<file path="config.mk">
export PLATFORM = sky130hd
export DESIGN_NAME = card_select_ctrl
export DESIGN_NICKNAME = d
export VERILOG_FILES = /design/src/rtl/card_select_ctrl.sv
export SDC_FILE = /design/constraint.sdc
export NUM_CORES = 1
export LEC_CHECK = 0
export BUFFER_PORTS_ARGS = -buffer_cell sky130_fd_sc_hd__buf_2
export CAP_MARGIN = 20
export CORE_MARGIN = 2
export CORE_UTILIZATION = 55
export CTS_BUF_LIST = sky130_fd_sc_hd__clkbuf_8
export CTS_CLUSTER_DIAMETER = 120
export DETAILED_ROUTE_END_ITERATION = 8
export GPL_ROUTABILITY_DRIVEN = 0
export PLACE_DENSITY = 0.85
export SETUP_SLACK_MARGIN = 0.5
export SLEW_MARGIN = 5
export SYNTH_ARGS = -nofsm -noshare
export SYNTH_HDL_FRONTEND = slang
export SYNTH_SLANG_ARGS = --single-unit
export TNS_END_PERCENT = 50
</file>
<file path="constraint.sdc">
create_clock -name clock -period 2.9 [get_ports clock]
set_input_delay 0.435 -clock clock [delete_from_list [all_inputs] [get_ports clock]]
set_output_delay 0.435 -clock clock [all_outputs]
set_load 0.02 [all_outputs]
</file>
<file path="src/rtl/card_select_ctrl.sv">
// Memory-card game controller: cursor movement, two-pick selection, timed reveal,
// pair matching and win detection for the 6x6 board.
//
// state     | meaning
// ST_FIRST  | waiting for the first pick
// ST_SECOND | first pick held, waiting for the second pick
// ST_SHOW   | both picks visible while the show timer runs down
// ST_WIN    | all pairs found, buttons ignored until reset
module card_select_ctrl #(
   parameter int SHOW_CYCLES = 50_000_000,
   parameter int PAIRS       = 18
) (
   input  logic        clock,
   input  logic        resetN,
   input  logic        btnUp,
   input  logic        btnDown,
   input  logic        btnLeft,
   input  logic        btnRight,
   input  logic        btnSelect,
   input  logic [4:0]  faceData,
   output logic [5:0]  faceAddr,
   output logic [5:0]  mem6x6,
   output logic [5:0]  selectedCard,
   output logic [5:0]  card1,
   output logic [5:0]  card2,
   output logic [35:0] matched,
   output logic [4:0]  pairsFound,
   output logic        win
);

   localparam int              CNT_W     = (SHOW_CYCLES > 1) ? $clog2(SHOW_CYCLES) : 1;
   localparam logic [CNT_W-1:0] SHOW_LOAD = CNT_W'(SHOW_CYCLES - 1);
   localparam logic [4:0]      PAIRS_MAX = 5'(PAIRS);
   localparam logic [5:0]      NO_CARD   = 6'h3F;

   typedef enum logic [1:0] {ST_FIRST, ST_SECOND, ST_SHOW, ST_WIN} state_t;

   state_t            state, state_nxt;
   logic [2:0]        row, row_nxt, col, col_nxt;
   logic [5:0]        mem_nxt, sel_nxt, card1_nxt, card2_nxt;
   logic [4:0]        face1, face1_nxt, pairs_nxt, pairs_inc;
   logic              hit, hit_nxt, win_nxt;
   logic [35:0]       matched_nxt;
   logic [CNT_W-1:0]  show_cnt, show_cnt_nxt;
   logic              cur_matched, can_move;

   assign faceAddr    = mem6x6;
   assign cur_matched = matched[mem6x6];

   always_comb begin
      state_nxt    = state;
      row_nxt      = row;
      col_nxt      = col;
      sel_nxt      = selectedCard;
      card1_nxt    = card1;
      card2_nxt    = card2;
      face1_nxt    = face1;
      hit_nxt      = hit;
      matched_nxt  = matched;
      pairs_nxt    = pairsFound;
      show_cnt_nxt = show_cnt;
      pairs_inc    = (pairsFound == PAIRS_MAX) ? pairsFound : pairsFound + 5'd1;
      can_move     = (state == ST_FIRST) || (state == ST_SECOND);

      case (state)
         ST_FIRST: begin
            if (btnSelect && !cur_matched) begin
               card1_nxt = mem6x6;
               sel_nxt   = mem6x6;
               face1_nxt = faceData;
               state_nxt = ST_SECOND;
            end
         end
         ST_SECOND: begin
            if (btnSelect && !cur_matched && (mem6x6 != card1)) begin
               card2_nxt    = mem6x6;
               sel_nxt      = mem6x6;
               hit_nxt      = (faceData == face1);
               show_cnt_nxt = SHOW_LOAD;
               state_nxt    = ST_SHOW;
            end
         end
         ST_SHOW: begin
            if (show_cnt == '0) begin
               if (hit) begin
                  matched_nxt[card1] = 1'b1;
                  matched_nxt[card2] = 1'b1;
                  pairs_nxt          = pairs_inc;
               end
               card1_nxt = NO_CARD;
               card2_nxt = NO_CARD;
               sel_nxt   = NO_CARD;
               state_nxt = (hit && (pairs_inc == PAIRS_MAX)) ? ST_WIN : ST_FIRST;
            end else begin
               show_cnt_nxt = show_cnt - 1'b1;
            end
         end
         ST_WIN: begin
         end
         default: state_nxt = ST_FIRST;
      endcase

      // A select pulse consumes the cycle even when the pick itself is refused.
      if (can_move && !btnSelect) begin
         if (btnUp)
            row_nxt = (row == 3'd0) ? 3'd5 : row - 3'd1;
         else if (btnDown)
            row_nxt = (row == 3'd5) ? 3'd0 : row + 3'd1;
         else if (btnLeft)
            col_nxt = (col == 3'd0) ? 3'd5 : col - 3'd1;
         else if (btnRight)
            col_nxt = (col == 3'd5) ? 3'd0 : col + 3'd1;
      end

      mem_nxt = ({3'b000, row_nxt} * 6'd6) + {3'b000, col_nxt};
      win_nxt = (state_nxt == ST_WIN);
   end

   always_ff @(posedge clock or negedge resetN) begin
      if (!resetN) begin
         state        <= ST_FIRST;
         row          <= 3'd0;
         col          <= 3'd0;
         mem6x6       <= 6'd0;
         selectedCard <= NO_CARD;
         card1        <= NO_CARD;
         card2        <= NO_CARD;
         face1        <= 5'd0;
         hit          <= 1'b0;
         matched      <= 36'd0;
         pairsFound   <= 5'd0;
         show_cnt     <= '0;
         win          <= 1'b0;
      end else begin
         state        <= state_nxt;
         row          <= row_nxt;
         col          <= col_nxt;
         mem6x6       <= mem_nxt;
         selectedCard <= sel_nxt;
         card1        <= card1_nxt;
         card2        <= card2_nxt;
         face1        <= face1_nxt;
         hit          <= hit_nxt;
         matched      <= matched_nxt;
         pairsFound   <= pairs_nxt;
         show_cnt     <= show_cnt_nxt;
         win          <= win_nxt;
      end
   end

endmodule

</file>
==> results.py, run 1 <==
metrics = {
    "outcome": {
        "outcome": "completed",
    },
    "flow_run": {
        "cap_violations": 0,
    },
    "yosys": {
        "synth-compound-area-share_pct": 15.73,
        "synth.cell_area_mm2": 0.005887,
        "synth_top_area_share_pct": 36.98,
        "synth_async_sr_flop_share_pct": 100.0,
        "synth_commonest_cells": "dfrtp_1 (87), nor2_1 (40), nand2_1 (37), a21o_1 (36), o22ai_1 (36)",
        "synthSimpleGateAreaFrac_pct": 16.68,
        "synth_seq_cells": 105,
        "synth_edf_count": 0,
        "yosysTopAreaCell": "dfrtp_1",
        "netlist_instances": 584,
        "synth-adder-area-share_pct": 3.018,
        "synth_area_leaders": "dfrtp_1 (37%), dfstp_2 (8.0%), a21o_1 (4.6%)",
        "synth_xor_area_share_pct": 6.100,
        "yosysWarnings": 0,
        "synth_top_family_by_area": "simple AND/OR/NAND/NOR gates",
        "syn-num-nets": 609,
        "yosysMostFrequentCell": "dfrtp_1",
        "synth_area_per_cell_um2": 10.08,
        "synthFlopType": "dfrtp_1",
        "seq_area_frac_synth_pct": 45.02,
        "synthMuxAreaShare_pct": 7.949,
        "synthDistinctLibCells": 64,
    },
    "grt": {
        "grt_pass1_vias": 4754,
        "antenna_found_initial": 0,
        "grt_remaining_overflow": 0,
        "grt_pass1_wl_mm": 23.94,
        "grt_max_degree": 55,
        "grtUsageTotal_pct": 26.40,
    },
    "timing": {
        "finalCritPeriodShare_pct": 88.23,
        "min_period_ns": 2.559,
        "tns_ns": 0,
        "slew_viol_final": 0,
        "final-setup-viol-count": 0,
        "max_freq_ghz": 0.3908,
        "fin_skew_ns": 0.01665,
        "hold_violations": 0,
        "rsz0062_at_grt": "true",
        "tightestPinTransition_ns": 0.7141,
        "max_slew_margin_pct": 51.96,
    },
    "die": {
        "start_util_pct": 56.77,
        "die_area_mm2": 0.01155,
        "die_y_um": 107.5,
        "fp-row-count": 37,
        "die_x_um": 107.5,
        "core_area_mm2": 0.01037,
        "ios": 84,
    },
    "power": {
        "seqPwrFrac_pct": 58.9,
        "p_int_w": 0.001899,
        "p_per_area_mw_per_mm2": 364.0,
        "ir_worst_vdd_v": 0.0002216,
        "p_leak_nw": 3.397,
        "power.switching_w": 0.0005887,
        "power.share.combinational_pct": 3.0,
        "p_sw_share_pct": 23.67,
        "p_clk_share_pct": 38.1,
    },
    "cts": {
        "tritoncts": "done",
        "clockBufferDepth": 2,
        "clock_latency_ns": 0.38,
        "htreeDepth": 3,
        "clkSlewWorstSetupHoldPaths_ns": 0.11,
        "numCtsBuffers": 9,
        "cts-root-buf": "clkbuf_8",
        "cts_sinks": 105,
    },
    "setup_path": {
        "setup.worst_path.end_class": "register",
        "worstPathCellList": "buf_12 > buf_4 > mux2i_1 > a211o_1 > a211oi_2 > o41ai_4 > buf_4 > nor2b_1 > buf_4 > o32a_1",
        "critPathSlowestCell": "dfrtp_1",
        "cpLargestDelayFamily": "compound AO/OA/AOI/OAI gates",
        "worst-setup-path-type": "reg -> reg",
        "critPathLaunchType": "register",
        "cpMostUsedCell": "buf_4",
        "cp_num_buf_inv": 4,
        "crit_path_max_fanout": 16,
        "crit_arrival_ns": 2.83,
        "slowest_delay_ns": 0.43,
        "worstPathRequired_ns": 3.17,
    },
    "layout": {
        "final-instance-count-excl-fill": 809,
        "fillerInstances": 813,
        "area_delta_synth_final_pct": 16.07,
        "drive_gt1_share_pct": 28.38,
        "antenna_cells": 0,
        "nets": 693,
    },
    "route": {
        "drt-total-wl_mm": 15.10,
        "drc": 0,
        "wl_per_cell_um": 18.66,
        "first_iter_violations": 486,
        "drtPass1Iterations": 6,
        "vias": 5020,
        "ant_nets": 0,
        "vias_per_cell": 6.205,
    },
    "worst_hold_path": {
        "hold_class": "in -> async",
    },
    "placed_design": {
        "place_hpwl_mm": 10.59,
        "port_buffers": 83,
        "placed_cells": 778,
    },
}
==> cell usage in the layout, fill, tap and decap left out, drive strengths merged, types with 4 or more instances in the layout <==
cell type  instances
a21boi             4
a21o              36
a21oi             18
a22oi              5
a31oi              4
and2               4
and3               6
buf              116
clkbuf             9
dfrtp             87
dfstp             18
ha                11
inv               30
mux2              18
mux2i             22
nand2             38
nand2b            14
nand3             17
nand3b            12
nand4              6
nor2              40
nor2b              4
nor3               9
o21ai              9
o22ai             36
or3                8
or3b               5
xnor2             19
xor2              22
==> metrics by stage <==
| stage | area (µm²) | hold WS [ns] | utilization [%] | power (W) | setup slack, ns |
|---|---|---|---|---|---|
| 6_report | 6833 | 0.06320 | 65.89 | 0.002487 | 0.3413 |
| 5_1_grt | 6833 | 0.1100 | 65.89 | 0.002575 | 0.2904 |
| 4_1_cts | 6699 | 0.08725 | 64.60 | 0.002494 | 0.3834 |
| 3_5_place_dp | 6402 | 0.4615 | 61.74 | 0.001564 | 0.2042 |
| 3_3_place_gp | 6402 | 0.4573 | 61.74 | 0.001561 | 0.3907 |
| 2_1_floorplan | 5894 | 0.1394 | - | 0.001516 | 0.5404 |
==> layer usage <==
| metal | vias to the layer above | routed length [µm] | part of all wire, % | global-route usage, % |
|---|---|---|---|---|
| met4 | 0 | 427 | 2.8 | 9.524 |
| li1 | 2240 | - | - | - |
| met5 | - | 0 | 0 | 0 |
| met2 | 315 | 7150 | 47 | 42.04 |
| met3 | 53 | 1342 | 8.9 | 5.508 |
| met1 | 2412 | 6180 | 41 | 35.86 |
==> registers in the layout, summed over array words and instances, names as in the netlist <==
register      count
hit               1
state             2
selectedCard      6
show_cnt         26
matched          36
col               3
faceAddr          5
card2             6
pairsFound        5
row               3
win               1
card1             6
face1             5
==> final cells by class <==
type | count | area [µm²] | share of cell area, %
clock buffer | 9 | 123.9 | 1.813
clock inverter | 7 | 75.07 | 1.099
inverter | 26 | 97.59 | 1.428
multi-input combinational | 410 | 3010 | 44.06
sequential | 105 | 2654 | 38.84
tap | 136 | 170.2 | 2.490
timing repair buffer | 116 | 701.9 | 10.27
==> power by group through the flow <==
stage / Sequential (W) / Clock, W / Combinational, W
4_1_cts: 0.00147 / 0.000954 / 0.0000748
3_3_place_gp: 0.00149 / 0 / 0.0000683
5_1_grt: 0.00147 / 0.00102 / 0.0000844
3_5_place_dp: 0.00149 / 0 / 0.0000709
2_1_floorplan: 0.00149 / 0 / 0.0000227
6_report: 0.00147 / 0.000947 / 0.0000747
==> cells by family (layout without fill, tap and decap cells) <==
kind of cell / Yosys count / after routing
compound gates: 133 / 133
xor+xnor: 41 / 41
fa+ha+maj: 13 / 13
buf+inv: 69 / 158
flops: 105 / 105
mux: 42 / 42
simple gates: 181 / 181
==> path summary, 6_finish.rpt <==
path                                              from                          end  slack (ns)  cells past startpoint
min in group clock                         faceData[4]         face1[4]$_DFFE_PN0P_        0.29                      2
max reg2reg                         col[0]$_DFFE_PN0P_      show_cnt[0]$_DFFE_PN0P_        0.34                     10
max                                 col[0]$_DFFE_PN0P_      show_cnt[0]$_DFFE_PN0P_        0.34                     10
min reg2reg                selectedCard[2]$_DFFE_PN1P_  selectedCard[2]$_DFFE_PN1P_        0.48                      2
max in group asynchronous                       resetN  selectedCard[2]$_DFFE_PN1P_        2.06                      2
min                                             resetN      matched[22]$_DFFE_PN0P_        0.06                      1
==> repair_timing <==
item                       CTS  global route
setup endpoints to repair   71            87
buffers inserted             6             9
gates resized for setup     15            21
hold buffers                 0             0
pin swaps                    3             7
Note: power is estimated with default switching activity, not from simulation.
==> run 2, diff against run 1 <==
--- a/config.mk
+++ b/config.mk
@@ -14,7 +14,7 @@
 export DETAILED_ROUTE_END_ITERATION = 8
 export GPL_ROUTABILITY_DRIVEN = 0
 export PLACE_DENSITY = 0.85
-export SETUP_SLACK_MARGIN = 0.5
+export SETUP_SLACK_MARGIN = 0.1
 export SLEW_MARGIN = 5
 export SYNTH_ARGS = -nofsm -noshare
 export SYNTH_HDL_FRONTEND = slang
==> run 2 against run 1 <==
Non-clock buffer count decreased by 16. Worst hold slack improved by 0.033 ns. Via count decreased by 4.2%. Sequential power about the same. Clock-buffer cell count unchanged. Clock power decreased by 8.3%. Combinational power decreased by 6.2%. Critical path type unchanged. Critical path depth decreased by 2.
==> results.py, run 2 (synthesized netlist as in run 1, its figures left out) <==
metrics = {
    "outcome": {
        "outcome": "completed",
    },
    "cts": {
        "clock_latency_ns": 0.37,
        "clockBufferDepth": 2,
        "postCtsSetupBuffers": 0,
        "cts_sinks": 105,
        "cts_resized": 0,
        "cts_hold_buf": 0,
        "cts-root-buf": "clkbuf_8",
        "tritoncts": "done",
        "clkSlewWorstSetupHoldPaths_ns": 0.11,
        "numCtsBuffers": 9,
        "htreeDepth": 3,
    },
    "power": {
        "power.switching_w": 0.0005883,
        "p_int_w": 0.001816,
        "seqPwrFrac_pct": 61.0,
        "ir_worst_vdd_v": 0.0003316,
        "power.share.combinational_pct": 2.9,
        "p_leak_nw": 3.303,
        "power.total_w": 0.002404,
        "p_clk_share_pct": 36.1,
        "p_per_area_mw_per_mm2": 364.3,
        "p_sw_share_pct": 24.47,
    },
    "layout": {
        "multi_input_area_mm2": 0.002915,
        "largest_register": "matched",
        "nets": 677,
        "largest_reg_flops": 36,
        "area_delta_synth_final_pct": 12.09,
        "most-common-layout-cells": "dfrtp_1 (87), buf_2 (82), nor2_1 (39), nand2_1 (37)",
        "final_cell_area_mm2": 0.006599,
        "reg.largest.list": "matched (36), show_cnt (26)",
        "seq_area_mm2": 0.002650,
        "antenna_cells": 0,
        "fillerInstances": 839,
        "final_common_cell": "dfrtp_1",
        "drive_gt1_share_pct": 23.29,
    },
    "grt": {
        "grt_remaining_overflow": 0,
        "antenna_found_initial": 0,
        "grt_pass1_wl_mm": 23.20,
        "grt_max_degree": 106,
        "grtUsageTotal_pct": 25.46,
        "grt_pass1_vias": 4705,
    },
    "worst_hold_path": {
        "hold_class": "in -> async",
    },
    "route": {
        "drc": 0,
        "vias": 4808,
        "vias_per_cell": 6.063,
        "drt-total-wl_mm": 14.07,
        "ant_nets": 0,
        "wl_per_cell_um": 17.74,
        "drtPass1Iterations": 7,
        "first_iter_violations": 356,
    },
    "setup_path": {
        "critPathLaunchType": "register",
        "worstPathRequired_ns": 3.16,
        "worstPathCellList": "buf_12 > mux2_1 > o2bb2ai_1 > a211oi_1 > o41ai_4 > nand4_1 > buf_4 > mux2_1",
        "critPathSlowestCell": "dfrtp_1",
        "crit_path_max_fanout": 21,
        "worst-setup-path-type": "reg -> reg",
        "cpMostUsedCell": "mux2_1",
        "setup.worst_path.end_class": "register",
        "slowest_delay_ns": 0.41,
        "crit_arrival_ns": 2.84,
    },
    "timing": {
        "tns_ns": 0,
        "hold_ws_ns": 0.09664,
        "finalCritPeriodShare_pct": 88.88,
        "final-setup-viol-count": 0,
        "min_period_ns": 2.577,
        "max_freq_ghz": 0.3880,
        "hold_violations": 0,
        "tightestPinTransition_ns": 0.5881,
        "fin_skew_ns": 0.01186,
        "max_slew_margin_pct": 60.61,
        "slew_viol_final": 0,
        "rsz0062_at_grt": "false",
    },
    "placed_design": {
        "place_area_mm2": 0.006414,
        "port_buffers": 83,
        "place_hpwl_mm": 10.19,
    },
    "die": {
        "die_y_um": 107.5,
        "core_area_mm2": 0.01037,
        "ios": 84,
        "fp-row-count": 37,
        "die_area_mm2": 0.01155,
        "start_util_pct": 56.77,
        "die_x_um": 107.5,
    },
    "flow_run": {
        "cap_violations": 0,
    },
}
[run 2: routing by layer]
metal,GRT usage (%),vias to the layer above,part of all wire (%)
met5,0,-,0
met4,9.341,0,2.1
met3,6.477,32,9.6
met2,39.06,249,46
met1,35.10,2314,42
li1,-,2213,-
[run 2: path summary, 6_finish.rpt]
check / from / endpoint / slack (ns) / depth (start not counted)
worst max register to register: col[0]$_DFFE_PN0P_ / face1[0]$_DFFE_PN0P_ / 0.32 / 8
worst max-delay path: col[0]$_DFFE_PN0P_ / face1[0]$_DFFE_PN0P_ / 0.32 / 8
max in group asynchronous: resetN / selectedCard[2]$_DFFE_PN1P_ / 2.35 / 2
worst min-delay path: resetN / matched[23]$_DFFE_PN0P_ / 0.1 / 2
worst min register to register: selectedCard[4]$_DFFE_PN1P_ / selectedCard[4]$_DFFE_PN1P_ / 0.48 / 2
min in group clock: faceData[4] / face1[4]$_DFFE_PN0P_ / 0.29 / 2
[run 2: layout make-up]
class / instances / area share, %
flip-flops and latches: 105 / 40.16
clock inverters: 7 / 0.8912
well taps: 136 / 2.579
clock buffers: 9 / 1.877
multi-input cells: 410 / 44.18
repair buffers: 100 / 8.836
inverters: 26 / 1.479
[run 2: critical path: cells and delay by family (launching register included)]
family                 cells  cell delay [ns]
AOI/OAI and AO/OA          3             0.74
DFF                        1             0.41
and+or+nand+nor            1             0.20
muxes                      2             0.67
buffers and inverters      2             0.42
[run 2: stage by stage]
stage | util (%) | std cells | worst slack (ns)
floorplan | - | 584 | 0.3437
global placement | 61.85 | 777 | 0.2778
detailed placement | 61.85 | 777 | 0.1423
CTS | 63.61 | 793 | 0.2534
global route | 63.63 | 793 | 0.1575
finish | 63.63 | 793 | 0.3225
[run 2: power groups by stage]
stage	Sequential, W	Clock [W]	Combinational, W
global placement	0.00149	0	0.0000687
global route	0.00147	0.000948	0.0000801
finish	0.00147	0.000868	0.0000701
floorplan	0.00149	0	0.0000226
detailed placement	0.00149	0	0.0000718
CTS	0.00147	0.000892	0.0000718
==> run 3, diff against run 2 <==
--- a/config.mk
+++ b/config.mk
@@ -13,7 +13,7 @@
 export CTS_CLUSTER_DIAMETER = 120
 export DETAILED_ROUTE_END_ITERATION = 8
 export GPL_ROUTABILITY_DRIVEN = 0
-export PLACE_DENSITY = 0.85
+export PLACE_DENSITY = 0.87
 export SETUP_SLACK_MARGIN = 0.1
 export SLEW_MARGIN = 5
 export SYNTH_ARGS = -nofsm -noshare
==> run 3 against run 2 <==
Clock skew grew 0.0015 ns. Combinational power shrank 0.9%. Fmax shrank 4.6%. Final cell count grew 0.50%. First-iteration DRC count grew 28%. Via count grew 2.0%. Sequential share of layout area is essentially flat. Routed wire length grew 4.9%. Non-clock buffer count grew 4. Largest power group unchanged. Highest routed layer unchanged.
==> results.py, run 3 (synthesized netlist as in run 1, its figures left out) <==
metrics = {
    "outcome": {
        "outcome": "completed",
    },
    "cts": {
        "clock_latency_ns": 0.37,
        "postCtsSetupBuffers": 0,
        "cts_sinks": 105,
        "tritoncts": "done",
        "htreeDepth": 3,
        "cts_resized": 0,
        "clkSlewWorstSetupHoldPaths_ns": 0.10,
        "clockBufferDepth": 2,
        "numCtsBuffers": 9,
        "cts_hold_buf": 0,
        "cts-root-buf": "clkbuf_8",
    },
    "layout": {
        "antenna_cells": 0,
        "reg.largest.list": "matched (36), show_cnt (26)",
        "final-instance-count-excl-fill": 797,
        "area_delta_synth_final_pct": 12.07,
        "final_common_cell": "dfrtp_1",
        "most-common-layout-cells": "dfrtp_1 (87), buf_2 (82), nor2_1 (39), nand2_1 (37)",
        "nets": 681,
        "largest_reg_flops": 36,
        "fillerInstances": 824,
        "drive_gt1_share_pct": 23.45,
        "largest_register": "matched",
    },
    "timing": {
        "tns_ns": 0,
        "final-setup-viol-count": 0,
        "setup_slack_ns": 0.1988,
        "max_slew_margin_pct": 58.23,
        "fin_skew_ns": 0.01340,
        "hold_ws_ns": 0.06924,
        "max_freq_ghz": 0.3702,
        "min_period_ns": 2.701,
        "hold_violations": 0,
        "finalCritPeriodShare_pct": 93.14,
        "tightestPinTransition_ns": 0.6265,
        "rsz0062_at_grt": "false",
        "slew_viol_final": 0,
    },
    "setup_path": {
        "critPathLaunchType": "register",
        "crit_arrival_ns": 2.95,
        "worst-setup-path-type": "reg -> reg",
        "setup.worst_path.end_class": "register",
        "worstPathRequired_ns": 3.15,
        "crit_path_max_fanout": 15,
    },
    "placed_design": {
        "port_buffers": 83,
        "place_hpwl_mm": 10.82,
        "placed_cells": 781,
        "dpl_worst_slack_ns": 0.04513,
    },
    "route": {
        "vias": 4903,
        "drt-total-wl_mm": 14.76,
        "vias_per_cell": 6.152,
        "first_iter_violations": 455,
        "wl_per_cell_um": 18.52,
        "drtPass1Iterations": 6,
        "drc": 0,
        "ant_nets": 0,
    },
    "grt": {
        "grtUsageTotal_pct": 26.58,
        "antenna_found_initial": 0,
        "grt_remaining_overflow": 0,
        "grt_pass1_vias": 4913,
        "grt_pass1_wl_mm": 24.29,
        "grt_max_degree": 50,
    },
    "worst_hold_path": {
        "hold_class": "in -> async",
    },
    "power": {
        "power.share.combinational_pct": 2.9,
        "ir_worst_vdd_v": 0.0002401,
        "p_int_w": 0.001876,
        "power.switching_w": 0.0005509,
        "p_sw_share_pct": 22.70,
        "p_clk_share_pct": 36.8,
        "p_leak_nw": 3.309,
        "seqPwrFrac_pct": 60.4,
        "p_per_area_mw_per_mm2": 367.9,
    },
    "die": {
        "fp-row-count": 37,
        "die_area_mm2": 0.01155,
        "core_area_mm2": 0.01037,
        "ios": 84,
        "die_y_um": 107.5,
        "start_util_pct": 56.77,
        "die_x_um": 107.5,
    },
    "flow_run": {
        "cap_violations": 0,
    },
}
[run 3: cell count changes in the layout (fill, tap and decap cells not counted), moves of 2 or more]
cell,delta
buf_12,-3
inv_1,+2
buf_4,+7
clkinvlp_4,+3
inv_6,-2
inv_8,-2
[run 3: area by class of cell]
type	count	area, µm²	share of cell area (%)
multi-input cells	410	2915	44.19
repair buffers	104	575.6	8.724
well taps	136	170.2	2.579
clock buffers	9	123.9	1.877
inverters	26	97.59	1.479
clock inverters	7	65.06	0.9862
flip-flops and latches	105	2650	40.17
[run 3: worst paths after layout]
kind | from | end | slack, ns | cells after the start
max reg2reg | col[0]$_DFFE_PN0P_ | face1[1]$_DFFE_PN0P_ | 0.20 | 8
min reg2reg | selectedCard[3]$_DFFE_PN1P_ | selectedCard[3]$_DFFE_PN1P_ | 0.47 | 2
min | resetN | col[2]$_DFF_PN0_ | 0.07 | 1
min in group clock | faceData[2] | face1[2]$_DFFE_PN0P_ | 0.31 | 2
max in group asynchronous | resetN | selectedCard[5]$_DFFE_PN1P_ | 2.03 | 2
max | col[0]$_DFFE_PN0P_ | face1[1]$_DFFE_PN0P_ | 0.20 | 8
[run 3: stage by stage]
step	utilization, %	instance area, µm²	total power [W]
floorplan	-	5887	0.001516
global placement	61.78	6406	0.001560
detailed placement	61.78	6406	0.001564
CTS	63.60	6595	0.002449
global route	63.62	6598	0.002508
finish	63.62	6598	0.002427
[run 3: power groups by stage]
stage / sequential (W) / combinational, W / clock (W)
3_3_place_gp: 0.00149 / 0.0000671 / 0
6_report: 0.00147 / 0.0000695 / 0.000892
3_5_place_dp: 0.00149 / 0.0000707 / 0
5_1_grt: 0.00147 / 0.0000793 / 0.000963
2_1_floorplan: 0.00149 / 0.0000226 / 0
4_1_cts: 0.00147 / 0.0000708 / 0.000913
[run 3: per-layer routing]
metal	wire [µm]	vias up	share of wire (%)	track usage [%]
met5	0	-	0	0
met4	227	0	1.5	9.341
met3	1109	28	7.5	4.843
met2	7116	229	48	42.63
met1	6311	2429	43	36.42
li1	-	2217	-	-
[run 3: worst max-delay path, cell delays in order, from the launching register on]
cell     delay [ns]
dfrtp_1        0.38
buf_4          0.28
mux2i_1        0.36
a21oi_1        0.10
and3_1         0.23
o41ai_4        0.47
nand4_1        0.21
buf_4          0.22
mux2_1         0.32
